`config.mk`:
```
export PLATFORM = sky130hd
export DESIGN_NAME = fetch_predecode_queue
export DESIGN_NICKNAME = d
export VERILOG_FILES = /design/src/rtl/fetch_predecode_queue.sv
export SDC_FILE = /design/constraint.sdc
export NUM_CORES = 1
export LEC_CHECK = 0
export ABC_AREA = 1
export CAP_MARGIN = 30
export CORE_MARGIN = 1.5
export CORE_UTILIZATION = 59
export DETAILED_ROUTE_END_ITERATION = 12
export MAX_ROUTING_LAYER = met4
export PLACE_DENSITY = 0.86
export SLEW_MARGIN = 20
export SYNTH_ARGS = -nofsm -noshare
export SYNTH_HDL_FRONTEND = slang
export SYNTH_SLANG_ARGS = --single-unit
```
`constraint.sdc`:
```
create_clock -name clk -period 6.25 [get_ports clk]
set_input_delay 1.25 -clock clk [delete_from_list [all_inputs] [get_ports clk]]
set_output_delay 1.25 -clock clk [all_outputs]
set_load 0.005 [all_outputs]
```
`src/rtl/fetch_predecode_queue.sv`:
```
// fetch_predecode_queue: byte prefetch queue that assembles 1-3 byte
// instructions from a fetched byte stream and hands them to the decoder
// together with their PC. A flush drops all held bytes and reloads the PC.
//
// Handshakes (both sides): a transfer happens in a cycle where valid and
// ready are both high at the rising clock edge. in_ready is derived only from
// the registered byte count. out_valid is derived only from registered state.
// Neither ready depends on the other side's valid, and during a flush cycle
// no transfer takes effect on either side.
module fetch_predecode_queue #(
  parameter int          DEPTH    = 8,
  parameter logic [15:0] RESET_PC = 16'h0000,
  parameter int          BRK_LEN  = 1,
  parameter int          LW       = $clog2(DEPTH + 1)
) (
  input  logic          clk,
  input  logic          rst,
  input  logic          flush,
  input  logic [15:0]   flush_pc,
  input  logic          in_valid,
  input  logic [7:0]    in_data,
  output logic          in_ready,
  output logic          out_valid,
  input  logic          out_ready,
  output logic [7:0]    out_opcode,
  output logic [15:0]   out_operand,
  output logic [1:0]    out_len,
  output logic [15:0]   out_pc,
  output logic [LW-1:0] level
);

  localparam int         PW        = $clog2(DEPTH);
  localparam logic [1:0] BRK_LEN_L = 2'(BRK_LEN);

  if (DEPTH < 4 || (DEPTH & (DEPTH - 1)) != 0) begin : g_bad_depth
    $error("fetch_predecode_queue: DEPTH must be a power of 2 and at least 4");
  end
  if (BRK_LEN < 1 || BRK_LEN > 2) begin : g_bad_brk
    $error("fetch_predecode_queue: BRK_LEN must be 1 or 2");
  end

  logic [7:0]    r_mem [DEPTH];
  logic [PW-1:0] r_rp;
  logic [PW-1:0] r_wp;
  logic [LW-1:0] r_count;
  logic [15:0]   r_pc;

  logic [PW-1:0] w_rp1;
  logic [PW-1:0] w_rp2;
  logic [7:0]    w_head;
  logic [1:0]    w_raw_len;
  logic [1:0]    w_len;
  logic [LW-1:0] w_len_ext;
  logic [LW-1:0] w_count_next;
  logic          w_empty;
  logic          w_push;
  logic          w_pop;

  // Operand slots follow the head and wrap naturally with the pointer width
  assign w_rp1   = r_rp + PW'(1);
  assign w_rp2   = r_rp + PW'(2);
  assign w_head  = r_mem[r_rp];
  assign w_empty = (r_count == {LW{1'b0}});

  // Instruction length from the head opcode h = {aaa,bbb,cc}
  always_comb begin
    w_raw_len = 2'd2;
    if (w_head == 8'h00) begin
      w_raw_len = BRK_LEN_L;
    end else if (w_head == 8'h40 || w_head == 8'h60 ||
                 (w_head[3:2] == 2'b10 && !w_head[0])) begin
      w_raw_len = 2'd1;
    end else if (w_head == 8'h20 || w_head[4:2] == 3'b011 || w_head[4:2] == 3'b111 ||
                 (w_head[4:2] == 3'b110 && w_head[0])) begin
      w_raw_len = 2'd3;
    end
  end

  // An empty queue presents a neutral head (len 1, zero opcode/operand)
  assign w_len     = w_empty ? 2'd1 : w_raw_len;
  assign w_len_ext = LW'(w_len);

  assign in_ready  = (r_count < LW'(DEPTH));
  assign out_valid = !w_empty && (r_count >= w_len_ext);

  assign w_push = in_valid && in_ready && !flush;
  assign w_pop  = out_valid && out_ready && !flush;

  assign out_opcode        = w_empty ? 8'h00 : w_head;
  assign out_operand[7:0]  = (!w_empty && w_len >= 2'd2) ? r_mem[w_rp1] : 8'h00;
  assign out_operand[15:8] = (!w_empty && w_len == 2'd3) ? r_mem[w_rp2] : 8'h00;
  assign out_len           = w_len;
  assign out_pc            = r_pc;
  assign level             = r_count;

  // A push lands beyond the tail, so it never collides with popped slots
  assign w_count_next = r_count
                      + (w_push ? LW'(1) : {LW{1'b0}})
                      - (w_pop ? w_len_ext : {LW{1'b0}});

  // Pointer, count and PC state; flush overrides any push or pop
  always_ff @(posedge clk or posedge rst) begin
    if (rst) begin
      r_rp    <= '0;
      r_wp    <= '0;
      r_count <= '0;
      r_pc    <= RESET_PC;
    end else if (flush) begin
      r_rp    <= '0;
      r_wp    <= '0;
      r_count <= '0;
      r_pc    <= flush_pc;
    end else begin
      if (w_push) begin
        r_wp <= r_wp + PW'(1);
      end
      if (w_pop) begin
        r_rp <= r_rp + PW'(w_len);
        r_pc <= r_pc + 16'(w_len);
      end
      r_count <= w_count_next;
    end
  end

  // Byte storage; stale contents are masked by the count
  always_ff @(posedge clk) begin
    if (w_push) begin
      r_mem[r_wp] <= in_data;
    end
  end

endmodule
```
# After elaboration in Yosys (flattened, before gate mapping)
# Memory sizes are Yosys's and may differ from the RTL's.
# Index checks and enable logic that the tools add are counted.
dict set report op_classes {
  n_addsub 7
  order_cmp 3
  n_mux 18
  n_reduce_logical 21
  eq_ne 8
}
# cell count
set op_table {}
lappend op_table {{2-to-1 mux 16 bit} 2}
lappend op_table {{2-to-1 mux 8 bit} 3}
lappend op_table {{adder 16 x 2 -> 16 bit} 1}
lappend op_table {{equality test 8 x 7 -> 1 bit (second input constant)} 2}
lappend op_table {{2-to-1 mux 3 bit} 4}
lappend op_table {{logical AND 1 bit} 9}
lappend op_table {{equality test 8 x 6 -> 1 bit (second input constant)} 1}
lappend op_table {{zero test 8 bit} 1}
lappend op_table {{2-to-1 mux 2 bit} 4}
lappend op_table {{adder 3 x 1 -> 3 bit (second input constant)} 2}
lappend op_table {{equality test 3 bit (second input constant)} 2}
lappend op_table {{logical OR 1 bit} 5}
lappend op_table {{adder 4 x 1 -> 4 bit} 1}
lappend op_table {{equality test 2 bit (second input constant)} 2}
lappend op_table {{greater-or-equal comparator 4 x 2 -> 1 bit} 1}
lappend op_table {{zero test 4 bit} 1}
lappend op_table {{less-than comparator 4 bit (second input constant)} 1}
lappend op_table {{2-to-1 mux 1 bit} 4}
lappend op_table {{2-to-1 mux 4 bit} 1}
lappend op_table {{nonzero test 2 bit} 2}
lappend op_table {{subtractor 4 x 2 -> 4 bit} 1}
lappend op_table {{adder 3 x 2 -> 3 bit} 1}
lappend op_table {{adder 3 x 2 -> 3 bit (second input constant)} 1}
lappend op_table {{equality test 3 x 2 -> 1 bit (second input constant)} 1}
lappend op_table {{2 further kinds} 4}
dict set report word_totals {
  mem_count 1
  wordCells 62
  in_bits 29
  out_inout_bits 48
  ramBits 64
  register_bits 26
}
# name depth width rd rd_ports_with_merged_regs wr line_no
set memory_table {}
lappend memory_table {r_mem 8 8 3 0 1 42} ;# logic [7:0] r_mem [DEPTH];

# Logic depth before layout (Yosys ltp)
# Gate-level depths: netlist (run 1).
# An unclocked memory read counts as a cell.
dict set report logic_depth {
  word_depth 16
  mapped_depth 30
  depth_no_buf 28
}

# Worst setup path after synthesis (run 1)
# No wires, ideal clock.
dict set report synth_path {
  kind {register -> register}
  startpoint {register r_rp[0]}
  endpoint {register r_count[2] (netlist: level[2])}
  t_arrival_ns 3.617
  stages_incl_launch_ff 26
  synth_period_minus_slack_ns 3.749
  t_required_ns 6.119
  path_buffers 2
  setup_ns 0.131
  path_slack_ns 2.501
  path_cell_list {dfrtp_1 buf_4 buf_2 nand2_1 nand2_1 nand2_1 nand2_1 nor2_2 nor2_1 nor2_2 nand2_1 nor2_1 inv_1 ha_1 o21ai_0 nand3_1 nand3b_1 nor2_2 inv_1 nor2_1 ha_1 inv_1 ha_1 fa_1 xnor2_1 nor2_1}
}
dict set report synth_between {
  elab_chain_len 16
  elab_cells_between_ends 28
  cone_classes {1 x add/sub; 1 x order compare; 7 x eq/ne; 6 x mux; 12 x reduce/logical; 1 x memory}
}
# item line_no
set synth_rtl {}
lappend synth_rtl {{start: declaration} 43} ;# logic [PW-1:0] r_rp;
lappend synth_rtl {{start signal: assignment} 118} ;# r_rp <= r_rp + PW'(w_len);
lappend synth_rtl {{memory (8 x 8 bit) *} -}
lappend synth_rtl {{equality test 8 x 6 -> 1 bit or equality test 3 x 2 -> 1 bit (tied branches)} 73} ;# end else if (w_head == 8'h20 || w_head[4:2] == 3'b011 || w_head[4:2] == 3'b111 ||
lappend synth_rtl {{logical OR 1 bit (3 in a row)} 73}
lappend synth_rtl {{2-to-1 mux 1 bit} 73}
lappend synth_rtl {{2-to-1 mux 2 bit} 70} ;# end else if (w_head == 8'h40 || w_head == 8'h60 ||
lappend synth_rtl {{2-to-1 mux 2 bit *} 68} ;# if (w_head == 8'h00) begin
lappend synth_rtl {{2-to-1 mux 2 bit *} 80} ;# assign w_len = w_empty ? 2'd1 : w_raw_len;
lappend synth_rtl {{via out_len[0]} 27} ;# output logic [1:0] out_len,
lappend synth_rtl {{greater-or-equal comparator 4 x 2 -> 1 bit} 84} ;# assign out_valid = !w_empty && (r_count >= w_len_ext);
lappend synth_rtl {{logical AND 1 bit} 84}
lappend synth_rtl {{logical AND 1 bit (2 in a row)} 87} ;# assign w_pop = out_valid && out_ready && !flush;
lappend synth_rtl {{2-to-1 mux 2 bit *} 99} ;# - (w_pop ? w_len_ext : {LW{1'b0}});
lappend synth_rtl {{subtractor 4 x 2 -> 4 bit *} 99}
lappend synth_rtl {{2-to-1 mux 4 bit *} 108} ;# end else if (flush) begin
lappend synth_rtl {{end signal: assignment} 121} ;# r_count <= w_count_next;
lappend synth_rtl {{end: declaration} 45} ;# logic [LW-1:0] r_count;
# The timed path passes the listed nets; every way through them passes the cells marked *.
# A chain may end at the register's enable or synchronous reset.

# Final worst setup path (run 1)
dict set report layout_path {
  startpoint {register r_rp[0]}
  endpoint {output port out_valid}
}
dict set report layout_between {
  elab_chain_len 11
  elab_cells_between_ends 23
  cone_classes {1 x order compare; 7 x eq/ne; 4 x mux; 10 x reduce/logical; 1 x memory}
}
# item line_no
set layout_rtl {}
lappend layout_rtl {{memory (8 x 8 bit) *} -}
lappend layout_rtl {{equality test 8 x 6 -> 1 bit or equality test 3 x 2 -> 1 bit (tied branches)} 73}
lappend layout_rtl {{logical OR 1 bit (3 in a row)} 73}
lappend layout_rtl {{2-to-1 mux 1 bit} 73}
lappend layout_rtl {{2-to-1 mux 2 bit} 70}
lappend layout_rtl {{2-to-1 mux 2 bit *} 68}
lappend layout_rtl {{2-to-1 mux 2 bit *} 80}
lappend layout_rtl {{greater-or-equal comparator 4 x 2 -> 1 bit *} 84}
lappend layout_rtl {{logical AND 1 bit *} 84}
lappend layout_rtl {{end: declaration} 23} ;# output logic out_valid,
# Every way passes the cells marked *; elsewhere a longest branch is shown, timed or not.

==> impl_metrics.tcl, run 1 <==
set metrics [dict create \
    async_reset_ff_share_pct 28.89 \
    cts_resized 0 \
    multiInputGateArea_um2 2357 \
    place_hpwl_um 10000 \
    start_kind "flop" \
    path_max_fanout 38 \
    synth_area_leaders "edfxtp_1 (36%), nand2_1 (16%), dfrtp_1 (12%), nor2_1 (4.9%), inv_1 (3.4%)" \
    final-hold-violation-count 0 \
    synth-edff-count 64 \
    clock_latency_ns 0.36 \
    ant_nets 0 \
    synth_top_area_share_pct 36.31 \
    ys_ff_latch 90 \
    required_ns 5.00 \
    cts_tree "yes" \
    dieArea_um2 9547 \
    synth_area_um2 5293 \
    max_stage_delay_ns 0.82 \
    portBuffers 76 \
    initial_utilization_pct 60.69 \
    cts_buffer_depth 2 \
    antenna_found_initial 0 \
    timing.fmax_mhz 187.2 \
    nFillCells 629 \
    clkTransAtPathRegs_ns 0.09 \
    diodes 0 \
    coreArea_um2 8721 \
    die_h_um 97.71 \
    area_growth_pct 19.74 \
    setup_viol 0 \
    final_cells 828 \
    pwr_density_cell_nw_per_um2 471.3 \
    fin_crit_sh_pct 85.46 \
    syn_area_per_cell_um2 8.218 \
    grt_pass1_wl_um 22150 \
    track_usage_pct 30.69 \
    cp.arrival_ns 4.09 \
    cts.sinks 90 \
    cts-hold-fix-buffers 0 \
    drive_above_1_share_pct 5.694 \
    drt_iter0_drc 603 \
    slew_headroom_pct 38.15 \
    fp-row-count 34 \
    drt_pre_antenna_iters 5 \
    ys.warnings.count 0 \
    nNetsFinal 760 \
    grt-ovfl-total 0 \
    fin_skew_ns 0.01449 \
    wl_per_cell_um 17.16 \
    drv_slew 0 \
    finalWirelength_um 14210 \
    end_kind "primary output" \
    ios 77 \
    period_needed_ns 5.341 \
    total_leakage_power_nw 2.650 \
    die_x_um 97.71 \
    gp_congestion 0.9740 \
    path_common_cell "nand2_1" \
    place_inst 809 \
    ir_drop_uv 262.6 \
    min_path_type "flop to flop" \
    routed-via-count 4934 \
    seq_area_um2 2574 \
    rsz0062_at_grt "false" \
    tightest_slew_ns 0.9243 \
    worstPathCellList "buf_4 > nand2_1 > nand3_1 > nand2_1 > nor2_2 > nor2_1 > nor2_2 > nand2_1 > nor2_1 > inv_1 > ha_1 > o21ai_0 > a31oi_1 > clkdlybuf4s50_1" \
    crit_type "flop to primary output" \
    h-tree-depth 3 \
    viasPerCell 5.959 \
    grt_pass1_vias 4642 \
    synth_nets 689 \
    maxCapViolCount 0 \
    root_buffer "clkbuf_8" \
    hold_slack_ns 0.6032 \
    yosysTopAreaCell "edfxtp_1" \
    postCtsSetupBuffers 0 \
    numCtsBuffers 9 \
    yosysSeqAreaShare_pct 48.61 \
    synth-main-ff-cell "edfxtp_1" \
    crit_path_top_delay_cell "dfrtp_2" \
    synth.distinct_cells 38 \
    fin_tns_setup_ns 0 \
    drt_drc_violations_left 0 \
    grt_max_degree 52 \
    final_cell_mix "nand2_1 (223), clkdlybuf4s50_1 (76), nor2_1 (69)" \
    syn-instance-count 644 \
    layout_commonest_cell "nand2_1" \
    status "complete, no violations" \
]
==> per-stage QoR <==
stage / cell area (um^2) / utilization (%) / power [mW] / setup slack (ns)
final: 6337 / 72.67 / 2.987 / 0.9090
after detailed placement: 6107 / 70.03 / 2.533 / 1.365
after global routing: 6337 / 72.67 / 3.174 / 0.7116
after floorplan: 5293 / - / 1.832 / 2.501
after CTS: 6315 / 72.41 / 2.960 / 1.024
after global placement: 6062 / 69.51 / 2.464 / 1.601
==> flip-flops by register name, indices dropped and copies added, names as in the netlist <==
name    cells
r_rp        3
out_pc     16
level       4
r_wp        3
r_mem      64
==> synthesized netlist by cell type, drive strengths merged (8+ instances only) <==
cell / number
o211ai: 8
nand3: 29
a21oi: 32
inv: 54
ha: 13
clkbuf: 9
o21ai: 34
nand2: 224
dfrtp: 26
nor2: 77
buf: 18
edfxtp: 64
==> area by class of cell <==
| type | instances | area share [%] |
|---|---|---|
| Timing Repair Buffer | 87 | 13.54 |
| Sequential cell | 90 | 40.61 |
| Inverter | 54 | 3.238 |
| Clock inverter | 7 | 1.323 |
| Multi-Input combinational cell | 473 | 37.20 |
| Clock buffer | 9 | 1.955 |
| Tap cell | 108 | 2.132 |
==> path summary, 6_finish.rpt <==
| path | startpoint | endpoint | slack (ns) | depth (start not counted) |
|---|---|---|---|---|
| max | r_rp[0] | out_valid | 0.91 | 14 |
| min | out_pc[15] | out_pc[15] | 0.60 | 2 |
| max reg2reg | r_rp[0] | level[3] | 1.15 | 24 |
| min reg2reg | out_pc[15] | out_pc[15] | 0.60 | 2 |
| max in group asynchronous | rst | r_rp[0] | 4.64 | 3 |
| min in group asynchronous | rst | out_pc[15] | 1.13 | 2 |
==> per-layer routing <==
| metal | vias to the layer above | share of wire (%) | track usage [%] |
|---|---|---|---|
| met3 | 37 | 9.3 | 4.173 |
| li1 | 2284 | - | - |
| met2 | 289 | 49 | 48.99 |
| met1 | 2324 | 39 | 39.26 |
| met5 | - | 0 | - |
| met4 | 0 | 2.6 | 13.96 |
==> cells by family after synthesis <==
logic type / count (synthesis) / share of synthesized area (%)
muxes: 7 / 1.324
DFF: 90 / 48.61
AOI/OAI and AO/OA: 103 / 11.82
and+or+nand+nor: 338 / 25.70
adders and majority gates: 16 / 4.208
buffers and inverters: 81 / 6.856
xor gates and xnor gates: 9 / 1.489
==> critical path: cells and delay by family, from the launching register on <==
kind | cells | cell delay (ns)
and+or+nand+nor | 8 | 1.04
adders and majority gates | 1 | 0.29
AOI/OAI and AO/OA | 2 | 0.39
DFF | 1 | 0.82
buffers and inverters | 3 | 1.18
==> power breakdown <==
part | switching [mW] | internal (mW)
registers | 0.0979 | 0.708
logic | 0.993 | 0.764
clock network | 0.203 | 0.221
(Power assumes the default switching activity.)
==> inputs of run 2 (changes only) <==
==> constraint.sdc (replaced) <==
create_clock -name clk -period 6.25 [get_ports clk]
set_input_delay 0.625 -clock clk [delete_from_list [all_inputs] [get_ports clk]]
set_output_delay 0.625 -clock clk [all_outputs]
set_load 0.005 [all_outputs]
==> run 2 against run 1 <==
  * Final cell count decreased by 0.24%
  * Setup slack worse by 0.21 ns
  * Largest power group unchanged
  * Sequential power about the same
  * Non-clock buffer count fell by 2
  * Register-to-register slack got worse by 0.45 ns
  * First-iteration DRC count decreased by 25%
  * Via count fell by 0.67%
  * Flip-flop and latch count stayed put
  * Combinational power about the same
==> impl_metrics.tcl, run 2 (synthesis gave the netlist of run 1 again) <==
set metrics [dict create \
    rsz0062_at_grt "false" \
    numCtsBuffers 9 \
    maxCapViolCount 0 \
    total_leakage_power_nw 2.660 \
    holdPathEnd "out_pc[15]" \
    viasPerCell 5.933 \
    track_usage_pct 31.02 \
    max_stage_delay_ns 0.81 \
    worstPathCellList "buf_4 > nand2_1 > nand3_1 > nand2_1 > nor2_1 > a21boi_1 > nand2_1 > nand2_1 > nor2_1 > inv_1 > ha_1 > o21ai_0 > nand3_1 > nand3b_1 > nor2_2 > inv_1 > nor2_1 > ha_1 > inv_1 > ha_1 > a21o_1 > a21oi_1 > o21ai_0 > a21oi_1" \
    finalWirelength_um 14310 \
    p_sw_mw 1.314 \
    crit_type "flop to flop" \
    slew_headroom_pct 27.95 \
    die_x_um 97.71 \
    cts.sinks 90 \
    reg2reg_from "r_rp[0]" \
    final-hold-violation-count 0 \
    postLayoutSetupSlackWorst_ns 0.6994 \
    cp.arrival_ns 5.84 \
    status "complete, no violations" \
    gp_congestion 0.9516 \
    required_ns 6.54 \
    portBuffers 76 \
    start_kind "flop" \
    path_buf_inv 4 \
    die_h_um 97.71 \
    dpl_cell_area_um2 6100 \
    largest_reg_flops 64 \
    top_register "r_mem" \
    fp-row-count 34 \
    coreArea_um2 8721 \
    reg2reg_setup_slack_ns 0.70 \
    drt_pre_antenna_iters 5 \
    grt-ovfl-total 0 \
    p_comb_share_pct 57.9 \
    cts-hold-fix-buffers 0 \
    swShare_pct 43.17 \
    cts_buffer_depth 2 \
    path_delay_family "simple AND/OR/NAND/NOR gates" \
    pwr_density_cell_nw_per_um2 479.0 \
    path_max_fanout 38 \
    place_hpwl_um 10120 \
    postCtsSetupBuffers 0 \
    cts_tree "yes" \
    area_growth_pct 20.07 \
    rr_endpoint "level[3]" \
    power.share.sequential_pct 26.5 \
    cts_resized 0 \
    initial_utilization_pct 60.69 \
    r2r_cells 24 \
    final_cell_mix "nand2_1 (223), clkdlybuf4s50_1 (76), nor2_1 (69)" \
    hold_slack_ns 0.5911 \
    setup_viol 0 \
    fin_skew_ns 0.01129 \
    min_path_type "flop to flop" \
    crit_path_top_delay_cell "dfrtp_2" \
    power_mw 3.044 \
    wl_per_cell_um 17.32 \
    end_kind "flop" \
    layout_commonest_cell "nand2_1" \
    drv_slew 0 \
    routed-via-count 4901 \
    holdCritStartpoint "out_pc[15]" \
    timing.fmax_mhz 180.2 \
    ios 77 \
    grt_pass1_vias 4667 \
    fin_tns_setup_ns 0 \
    grt_pass1_wl_um 22310 \
    clock_latency_ns 0.37 \
    multiInputGateArea_um2 2357 \
    h-tree-depth 3 \
    path_common_cell "nand2_1" \
    root_buffer "clkbuf_8" \
    antenna_found_initial 0 \
    nNetsFinal 758 \
    pwr-share-clk_pct 15.6 \
    drive_above_1_share_pct 5.710 \
    diodes 0 \
    tightest_slew_ns 1.077 \
    min_path_cells 2 \
    period_needed_ns 5.551 \
    dp_slack_ns 0.9140 \
    nFillCells 611 \
    seq_area_um2 2574 \
    clkTransAtPathRegs_ns 0.09 \
    ant_nets 0 \
    dieArea_um2 9547 \
    drt_iter0_drc 451 \
    grt_max_degree 52 \
    fin_crit_sh_pct 88.81 \
    ir_drop_uv 255.3 \
    p_int_mw 1.730 \
    drt_drc_violations_left 0 \
    fin_area_um2 6355 \
]
==> run 2: layout make-up <==
| cell class | instances | area share (%) |
|---|---|---|
| Tap cell | 108 | 2.126 |
| Timing Repair Buffer | 85 | 13.27 |
| Inverter | 54 | 3.229 |
| Sequential cell | 90 | 40.50 |
| Multi-Input combinational cell | 473 | 37.09 |
| Clock inverter | 7 | 1.831 |
| Clock buffer | 9 | 1.949 |
==> run 2: worst max-delay path by stage <==
stage / cells after the start / slack [ns] / startpoint / endpoint
2_1_floorplan: 25 / 2.50 / r_rp[0] / level[2]
3_3_place_gp: 23 / 1.25 / r_rp[0] / level[2]
3_5_place_dp: 24 / 0.91 / r_rp[0] / level[3]
4_1_cts: 24 / 0.88 / r_rp[0] / level[3]
5_1_grt: 24 / 0.34 / r_rp[0] / level[3]
6_report: 24 / 0.70 / r_rp[0] / level[3]
==> run 2: worst min-delay path, cell delays in order, from the launching register on <==
cell      delay [ns]
dfrtp_1         0.40
nand2_1         0.07
o211ai_1        0.09
==> run 2: power groups by stage <==
stage | combinational, mW | sequential [mW] | clock (mW)
after CTS | 1.73 | 0.805 | 0.476
after floorplan | 1.05 | 0.781 | 0
final | 1.76 | 0.807 | 0.475
after detailed placement | 1.72 | 0.818 | 0
after global routing | 1.90 | 0.819 | 0.501
after global placement | 1.64 | 0.813 | 0
==> run 2: stage by stage <==
step	util, %	instances
after floorplan	-	644
after global placement	69.43	804
after detailed placement	69.94	808
after CTS	72.70	824
after global routing	72.87	826
final	72.87	826
==> run 2: per-layer routing <==
layer | wire length (um) | GRT usage [%]
met3 | 1313 | 4.748
met5 | 0 | -
met2 | 6992 | 47.86
met4 | 410 | 15.05
met1 | 5589 | 40.36
